**src/rtl/icache_pkg.sv**
```systemverilog
// Shared types, default geometry and width helpers for the direct-mapped instruction cache.
package icache_pkg;

  typedef enum logic [1:0] {
    IDLE   = 2'd0,
    FETCH  = 2'd1,
    UPDATE = 2'd2
  } state_e;

  localparam int DEF_ADDR_W         = 10;
  localparam int DEF_LINES          = 8;
  localparam int DEF_WORDS_PER_LINE = 4;

  function automatic int log2_ceil(input int n);
    int r;
    r = 0;
    for (int i = 0; i < 31; i++) begin
      if ((1 << i) < n) r = i + 1;
    end
    return r;
  endfunction

  function automatic int tag_width(input int addr_w, input int lines, input int wpl);
    return addr_w - log2_ceil(lines) - log2_ceil(wpl) - 2;
  endfunction

  function automatic int blk_width(input int addr_w, input int wpl);
    return addr_w - log2_ceil(wpl) - 2;
  endfunction

endpackage

```
**src/rtl/icache_array.sv**
```systemverilog
// Valid/tag/data line store: combinational read by index, synchronous line fill,
// valid bits cleared on reset (tags and data keep whatever they held).
module icache_array
  import icache_pkg::*;
#(
  parameter int LINES  = DEF_LINES,
  parameter int TAG_W  = 3,
  parameter int LINE_W = 32 * DEF_WORDS_PER_LINE,
  localparam int IDX_W = log2_ceil(LINES)
) (
  input  logic              clk,
  input  logic              rst,
  input  logic [IDX_W-1:0]  rd_idx,
  output logic              rd_valid,
  output logic [TAG_W-1:0]  rd_tag,
  output logic [LINE_W-1:0] rd_line,
  input  logic              wr_en,
  input  logic [IDX_W-1:0]  wr_idx,
  input  logic [TAG_W-1:0]  wr_tag,
  input  logic [LINE_W-1:0] wr_line
);

  logic [LINES-1:0]  valid_q, valid_d;
  logic [TAG_W-1:0]  tag_q  [LINES];
  logic [TAG_W-1:0]  tag_d  [LINES];
  logic [LINE_W-1:0] data_q [LINES];
  logic [LINE_W-1:0] data_d [LINES];

  always_comb begin
    valid_d = valid_q;
    tag_d   = tag_q;
    data_d  = data_q;
    if (wr_en) begin
      valid_d[wr_idx] = 1'b1;
      tag_d[wr_idx]   = wr_tag;
      data_d[wr_idx]  = wr_line;
    end
  end

  // reset wins over a fill landing on the same edge
  always_ff @(posedge clk) begin
    if (rst) begin
      valid_q <= '0;
    end else begin
      valid_q <= valid_d;
    end
    tag_q  <= tag_d;
    data_q <= data_d;
  end

  assign rd_valid = valid_q[rd_idx];
  assign rd_tag   = tag_q[rd_idx];
  assign rd_line  = data_q[rd_idx];

endmodule

```
**src/rtl/instruction_cache.sv**
```systemverilog
// Direct-mapped read-only instruction cache: zero-latency hits, a three-state
// miss FSM refilling whole lines from block memory, and a saturating miss counter.
module instruction_cache
  import icache_pkg::*;
#(
  parameter int ADDR_W         = DEF_ADDR_W,
  parameter int LINES          = DEF_LINES,
  parameter int WORDS_PER_LINE = DEF_WORDS_PER_LINE,
  localparam int OFF_W = log2_ceil(WORDS_PER_LINE),
  localparam int IDX_W = log2_ceil(LINES),
  localparam int TAG_W = tag_width(ADDR_W, LINES, WORDS_PER_LINE),
  localparam int BLK_W = blk_width(ADDR_W, WORDS_PER_LINE)
) (
  input  logic                         CLK,
  input  logic                         RESET,
  input  logic [31:0]                  PC,
  output logic [31:0]                  INSTRUCTION,
  output logic                         BUSYWAIT,
  output logic                         MEM_READ,
  output logic [BLK_W-1:0]             MEM_ADDRESS,
  input  logic [32*WORDS_PER_LINE-1:0] MEM_READDATA,
  input  logic                         MEM_BUSYWAIT,
  output logic [15:0]                  MISS_COUNT
);

  function automatic logic [15:0] sat_inc(input logic [15:0] v);
    return (v == 16'hFFFF) ? v : v + 16'd1;
  endfunction

  logic [OFF_W-1:0] pc_off;
  logic [IDX_W-1:0] pc_idx;
  logic [TAG_W-1:0] pc_tag;
  logic [BLK_W-1:0] pc_blk;
  logic             unused_pc;

  assign pc_off    = PC[OFF_W+1:2];
  assign pc_idx    = PC[OFF_W+IDX_W+1:OFF_W+2];
  assign pc_tag    = PC[ADDR_W-1:OFF_W+IDX_W+2];
  assign pc_blk    = PC[ADDR_W-1:OFF_W+2];
  assign unused_pc = ^{PC[31:ADDR_W], PC[1:0]};

  logic                         rd_valid;
  logic [TAG_W-1:0]             rd_tag;
  logic [32*WORDS_PER_LINE-1:0] rd_line;
  logic                         hit;

  state_e           state_q, state_d;
  logic [BLK_W-1:0] miss_addr_q, miss_addr_d;
  logic [15:0]      miss_cnt_q, miss_cnt_d;
  logic             fill_en;

  icache_array #(
    .LINES (LINES),
    .TAG_W (TAG_W),
    .LINE_W(32 * WORDS_PER_LINE)
  ) u_array (
    .clk     (CLK),
    .rst     (RESET),
    .rd_idx  (pc_idx),
    .rd_valid(rd_valid),
    .rd_tag  (rd_tag),
    .rd_line (rd_line),
    .wr_en   (fill_en),
    .wr_idx  (miss_addr_q[IDX_W-1:0]),
    .wr_tag  (miss_addr_q[BLK_W-1:IDX_W]),
    .wr_line (MEM_READDATA)
  );

  assign hit = rd_valid && (rd_tag == pc_tag);

  always_comb begin
    state_d     = state_q;
    miss_addr_d = miss_addr_q;
    miss_cnt_d  = miss_cnt_q;
    fill_en     = 1'b0;
    case (state_q)
      IDLE: begin
        if (!hit) begin
          state_d     = FETCH;
          miss_addr_d = pc_blk;
          miss_cnt_d  = sat_inc(miss_cnt_q);
        end
      end
      FETCH: begin
        if (!MEM_BUSYWAIT) begin
          fill_en = 1'b1;
          state_d = UPDATE;
        end
      end
      UPDATE:  state_d = IDLE;
      default: state_d = IDLE;
    endcase
  end

  // the miss address is datapath only and needs no reset
  always_ff @(posedge CLK) begin
    if (RESET) begin
      state_q    <= IDLE;
      miss_cnt_q <= '0;
    end else begin
      state_q    <= state_d;
      miss_cnt_q <= miss_cnt_d;
    end
    miss_addr_q <= miss_addr_d;
  end

  assign BUSYWAIT    = !RESET && ((state_q != IDLE) || !hit);
  assign MEM_READ    = !RESET && (state_q == FETCH);
  assign MEM_ADDRESS = MEM_READ ? miss_addr_q : '0;
  assign INSTRUCTION = RESET ? 32'd0 : rd_line[{pc_off, 5'b00000} +: 32];
  assign MISS_COUNT  = miss_cnt_q;

endmodule

```
**config.mk**
```make
export PLATFORM = sky130hd
export DESIGN_NAME = instruction_cache
export DESIGN_NICKNAME = d
export VERILOG_FILES = /design/src/rtl/icache_pkg.sv /design/src/rtl/icache_array.sv /design/src/rtl/instruction_cache.sv
export SDC_FILE = /design/constraint.sdc
export NUM_CORES = 1
export LEC_CHECK = 0
export BUFFER_PORTS_ARGS = -buffer_cell sky130_fd_sc_hd__buf_2
export CAP_MARGIN = 5
export CORE_ASPECT_RATIO = 1.5
export CORE_MARGIN = 10
export CORE_UTILIZATION = 55
export DETAILED_ROUTE_END_ITERATION = 8
export GPL_TIMING_DRIVEN = 0
export PLACE_DENSITY = 0.73
export SLEW_MARGIN = 20
export SYNTH_ARGS = -nofsm -noshare
export SYNTH_HDL_FRONTEND = slang
export SYNTH_HIERARCHICAL = 1
export SYNTH_SLANG_ARGS = --single-unit
```
**constraint.sdc**
```tcl
create_clock -name CLK -period 22.7 [get_ports CLK]
set_clock_uncertainty 0.15 [all_clocks]
set_input_delay 2.27 -clock CLK [delete_from_list [all_inputs] [get_ports CLK]]
set_output_delay 2.27 -clock CLK [all_outputs]
set_load 0.02 [all_outputs]
```
# [Word-level counts from Yosys, hierarchy flattened]
# Index checks and enable logic that the tools add are counted.
[totals] register_bits=1080 input_bits=163 out_inout_bits=56 wordCells=74
[op_classes] add_sub_neg=1 order_cmp=6 eq_ne=5 n_shift=1 n_mux=23 n_bitwise=5 reduce_logical=13
[ops] op="bitwise mux 1024 bit" count=1
[ops] op="binary-select mux 128 bit (select 3 bit)" count=1
[ops] op="demux 128 bit (select 3 bit)" count=1
[ops] op="2-to-1 mux 128 bit" count=3
[ops] op="indexed part select 128 x 8 -> 32 bit" count=1
[ops] op="2-to-1 mux 32 bit" count=1
[ops] op="bitwise mux 24 bit" count=1
[ops] op="adder 16 x 1 -> 16 bit (second input constant)" count=1
[ops] op="== test 16 bit (second input constant)" count=1
[ops] op="binary-select mux 3 bit (select 3 bit)" count=1
[ops] op="demux 3 bit (select 3 bit)" count=1
[ops] op="2-to-1 mux 3 bit" count=3
[ops] op="greater-or-equal comparator 4 bit (second input constant)" count=2
[ops] op="less-than comparator 3 x 4 -> 1 bit (second input constant)" count=2
[ops] op="inverter 3 -> 4 bit" count=2
[ops] op="bitwise OR 8 bit" count=1
[ops] op="2-to-1 mux 6 bit" count=1
[ops] op="logical AND 1 bit" count=5
[ops] op="less-than comparator 4 x 1 -> 1 bit (second input constant)" count=1
[ops] op="2-to-1 mux 1 bit" count=4
[ops] op="2-to-1 mux 2 bit" count=2
[ops] op="inequality test 2 bit (second input constant)" count=2
[ops] op="case mux 2 bit (2 select lines)" count=1
[ops] op="AND reduction 2 bit" count=2
[ops] op="other kinds (11)" count=13

# [Depth between registers and ports, before layout]
[logic_depth] depth_word=9 depth_mapped=11 depth_no_buf=7

# [By module]
# Netlist, hierarchy kept.
[by_module_without_submodules] module="icache_array" instances=1 cells_per_inst=1560 area_each_um2=40324.9 seq_area_each_um2=31630.3
[by_module_without_submodules] module="instruction_cache" instances=1 cells_per_inst=195 area_each_um2=2144.6 seq_area_each_um2=540.5

# [Worst setup path before layout]
# No wires, ideal clock.
[synth_path] path_kind="input-to-reg" start="input MEM_BUSYWAIT" end="register u_array/data_q[0] (netlist bit) (enable)" setup_ns=0.622 t_arrival_ns=8.144 required_time_ns=21.928 path_slack_ns=13.783 path_stages=3 path_buffers=0 cell_sequence="nor2_1 -> nand2_1 -> nor2_1"
[synth_between] elab_chain_cells=2
[synth_lines] element="start: declaration" line_no="instruction_cache.sv:22" text="input logic MEM_BUSYWAIT,"
[synth_lines] element="2-to-1 mux 1 bit" line_no="instruction_cache.sv:85" text="if (!MEM_BUSYWAIT) begin"
[synth_lines] element="2-to-1 mux 1 bit" line_no="instruction_cache.sv:76" text="case (state_q)"
[synth_lines] element="end signal: assignment" line_no="icache_array.sv:48" text="data_q <= data_d;"
[synth_lines] element="end: declaration" line_no="icache_array.sv:26" text="logic [LINE_W-1:0] data_q [LINES];"
# No other way between the ends.
# A chain may end at the register's enable or synchronous reset.

# [Worst setup path in the final report]
[layout_path] start="input PC[6]" end="output INSTRUCTION[30]"
[layout_between] elab_chain_cells=6
[layout_lines] element="start: declaration" line_no="instruction_cache.sv:16" text="input logic [31:0] PC,"
[layout_lines] element="inverter 3 -> 4 bit (implied by the code)" line_no="icache_array.sv:53" text="assign rd_line = data_q[rd_idx];"
[layout_lines] element="binary-select mux 128 bit (select 3 bit)" line_no="icache_array.sv:53"
[layout_lines] element="2-to-1 mux 128 bit (implied by the code) (2 in series)" line_no="icache_array.sv:53"
[layout_lines] element="via rd_line[30]" line_no="instruction_cache.sv:44" text="logic [32*WORDS_PER_LINE-1:0] rd_line;"
[layout_lines] element="indexed part select 128 x 8 -> 32 bit" line_no="instruction_cache.sv:110" text="assign INSTRUCTION = RESET ? 32'd0 : rd_line[{pc_off, 5'b00000} +: 32];"
[layout_lines] element="2-to-1 mux 32 bit" line_no="instruction_cache.sv:110"
[layout_lines] element="end: declaration" line_no="instruction_cache.sv:17" text="output logic [31:0] INSTRUCTION,"
# The timed path passes the listed nets, and every way through them passes these cells. The select of a mux whose other input is x is not followed.

==> results.toml <==
[pwr]
ir_drop_mv = 0.05839
p_comb_share_pct = 6.3
power.leakage_nw = 15.93
sequentialPowerShare_pct = 53.8
internal_power_mw = 3.314
clkPwrFrac_pct = 40.0
p_sw_share_pct = 20.43
power_switching_mw = 0.8511
power.density_nw_per_um2 = 86.00

[detailed_routing]
drt_iter0_markers = 2036
detail_route.wl_per_cell_microns = 30.80
vias = 19780
ant_nets = 0
drt_wl_total_microns = 97260
drtPass1Iterations = 6
routed_via_density = 6.263
post-route-drc-count = 0

[floorplan]
die_h_microns = 360.3
die_w_microns = 246.9
coreArea_sq_um = 76330
die_area_sq_um = 88960
rows = 124
io_pins = 219
start_util_pct = 55.64

[synthesis]
synthFlopType = "edfxtp_1"
synth_cell_type_count = 43
synth_area_per_cell_sq_um = 24.20
syn_nets = 1919
syn_inst = 1755
synth_area_sq_um = 42470
synth_top_area_share_pct = 74.52
ys.warnings.count = 6
synth.top_cells.by_area = "edfxtp_1, mux4_2, mux4_1"
synth-seq-cells = 1080
post-synth-top-area-cell = "edfxtp_1"
ys_seq_area_share_pct = 75.75
async_flop_share_pct = 0
synth_edf_count = 1054

[sta]
max_slew_margin_pct = 27.81
grt_setup_unrepaired = "no"
final_max_slew_viol_count = 0
hold_violations = 0
fmaxAchievable_mhz = 126.6
worstMarginPinSlew_ns = 1.083
fin_crit_ns = 7.898
tns_ns = 0
setup_viol = 0
period_share_pct = 34.79

[run]
drv_cap = 0

[setup_path]
cp-end-kind = "primary output"
r2r_cells = 6
r2r_end = "u_array/data_q[864]"
worstPathRequired_ns = 20.28
critPathArrivalTime_ns = 5.48
r2r_start = "state_q[1]"
setup.worst_path.class = "input pin to primary output"
crit_fanout = 10
rrSetupSlack_ns = 19.73
start_kind = "input pin"

[placement]
numPortBuffers = 192
dp_hpwl_microns = 59510
dp.cells = 2971
place_congestion = 0.7888

[clock_tree]
cts_resized = 0
root_buffer = "clkbuf_16"
cts_buffers = 95
h-tree-depth = 3
clkTransAtPathRegs_ns = 0.06
tritoncts = "done"
cts.sinks = 1080
post_cts_buffers = 0
hold_buffers = 0
cts.path.max_buffers = 3
clock_latency_ns = 0.65

[final_layout]
instances_no_fill = 3158
syn_to_final_growth_pct = 14.03
drive_above_1_share_pct = 32.49
nets = 2224

[grt]
grt_max_degree = 77
grt_pass1_wl_microns = 141000
grt_pass1_vias = 20270
grt.overflow.total = 0
grt_usage_pct = 21.94
antenna_found_initial = 38

[worst_hold_path]
holdCritStartpoint = "u_array/valid_q[6]"
holdCritPathClass = "flip-flop to flip-flop"
hold_depth = 2
min_to = "u_array/valid_q[6]"

[outcome]
status = "finished clean"
-- worst max path at each step --
stage / from / cells past startpoint / slack [ns] / end
after global placement: MEM_BUSYWAIT / 4 / 7.93 / u_array/data_q[55]
final: PC[6] / 8 / 14.80 / INSTRUCTION[30]
after CTS: PC[6] / 8 / 14.80 / INSTRUCTION[30]
after floorplan: MEM_BUSYWAIT / 3 / 13.78 / u_array/data_q[0]
after detailed placement: PC[6] / 8 / 14.83 / INSTRUCTION[30]
after global routing: PC[6] / 8 / 14.75 / INSTRUCTION[18]
-- power groups by stage --
stage | Clock (mW) | Sequential, mW | Combinational [mW]
finish | 1.66 | 2.24 | 0.262
global route | 1.78 | 2.24 | 0.276
CTS | 1.69 | 2.24 | 0.265
detailed placement | 0 | 2.28 | 0.264
global placement | 0 | 2.29 | 0.251
floorplan | 0 | 2.28 | 0.151
-- critical path, cell delays in order --
cell	delay [ns]
buf_2	0.15
clkbuf_1	0.55
clkbuf_1	0.83
mux4_1	0.43
mux2_2	0.30
mux4_2	0.57
nor2b_1	0.18
buf_2	0.18
-- placed cells by master, fill, tap and decap left out, types with 5 or more instances in the layout --
cell type,n
a21oi_1,10
and2_1,9
and3_1,6
buf_1,19
buf_12,8
buf_16,11
buf_2,197
buf_6,13
buf_8,14
bufinv_16,15
clkbuf_1,52
clkbuf_16,100
clkinv_1,20
clkinv_2,15
dfxtp_1,26
diode_2,11
edfxtp_1,1054
inv_1,9
inv_8,7
mux2_2,132
mux4_1,131
mux4_2,165
nand2_1,7
nand4_1,5
nor2_1,20
nor2b_1,32
xor2_1,10
-- layer usage --
| layer | global-route usage, % | routed length, microns | part of all wire (%) | vias up |
|---|---|---|---|---|
| li1 | - | - | - | 8218 |
| met1 | 27.94 | 36690 | 38 | 10570 |
| met2 | 37.03 | 50730 | 52 | 768 |
| met3 | 4.732 | 6946 | 7.1 | 182 |
| met4 | 7.219 | 2628 | 2.7 | 40 |
| met5 | 0 | 259 | 0.27 | - |
-- cells in the mapped netlist, types with 3 or more instances --
cell type	instances
nand4b_1	3
o2111ai_1	3
mux4_2	165
mux2_2	132
nand4bb_1	3
nand2_1	7
buf_1	19
o211ai_1	4
and3_1	6
dfxtp_1	26
edfxtp_1	1054
nor2_1	21
a21oi_1	10
and2_1	9
nand4_1	5
o21ai_0	3
xor2_1	10
clkbuf_1	33
buf_8	14
buf_12	3
buf_2	5
nor2b_1	32
buf_6	13
inv_1	16
buf_4	4
xnor2_1	4
mux4_1	131
-- logic make-up (layout without fill, tap and decap cells) --
group	after synthesis	after routing	synth area share [%]
flops	1080	1080	75.75
mux	430	430	20.40
buf+inv	107	491	1.712
simple gates	97	97	1.335
compound gates	26	26	0.4832
xor+xnor	14	14	0.2887
fa+ha+maj	1	1	0.02946
other cells	0	11	0
-- metrics by stage --
step | setup WS (ns) | hold WS [ns] | cell area, sq um | utilization, % | power (mW)
after floorplan | 13.78 | 0.2723 | 42470 | - | 2.435
after global placement | 7.927 | 0.2887 | 44690 | 58.55 | 2.540
after detailed placement | 14.83 | 0.2998 | 45150 | 59.15 | 2.546
after CTS | 14.80 | 0.3062 | 48400 | 63.41 | 4.192
after global routing | 14.75 | 0.3280 | 48410 | 63.42 | 4.293
final | 14.80 | 0.3080 | 48430 | 63.44 | 4.165
-- flip-flops by register name (all words and copies together) (netlist names) --
signal and flops:
MISS_COUNT 16, miss_addr_q 6, state_q 2, u_array/data_q 1024, u_array/tag_q 24, u_array/valid_q 8
-- final cells by class --
type                       instances  area (sq um)
buffer                            91         666.9
multi-input combinational        568          9579
tap                             1008          1261
antenna                           11         27.53
clock inverter                    57         673.1
clock buffer                     119          2574
timing repair buffer             208          1364
sequential                      1080         32170
fill                            4990         27900
inverter                          16         112.6
Note: power is estimated with default switching activity, not from simulation.
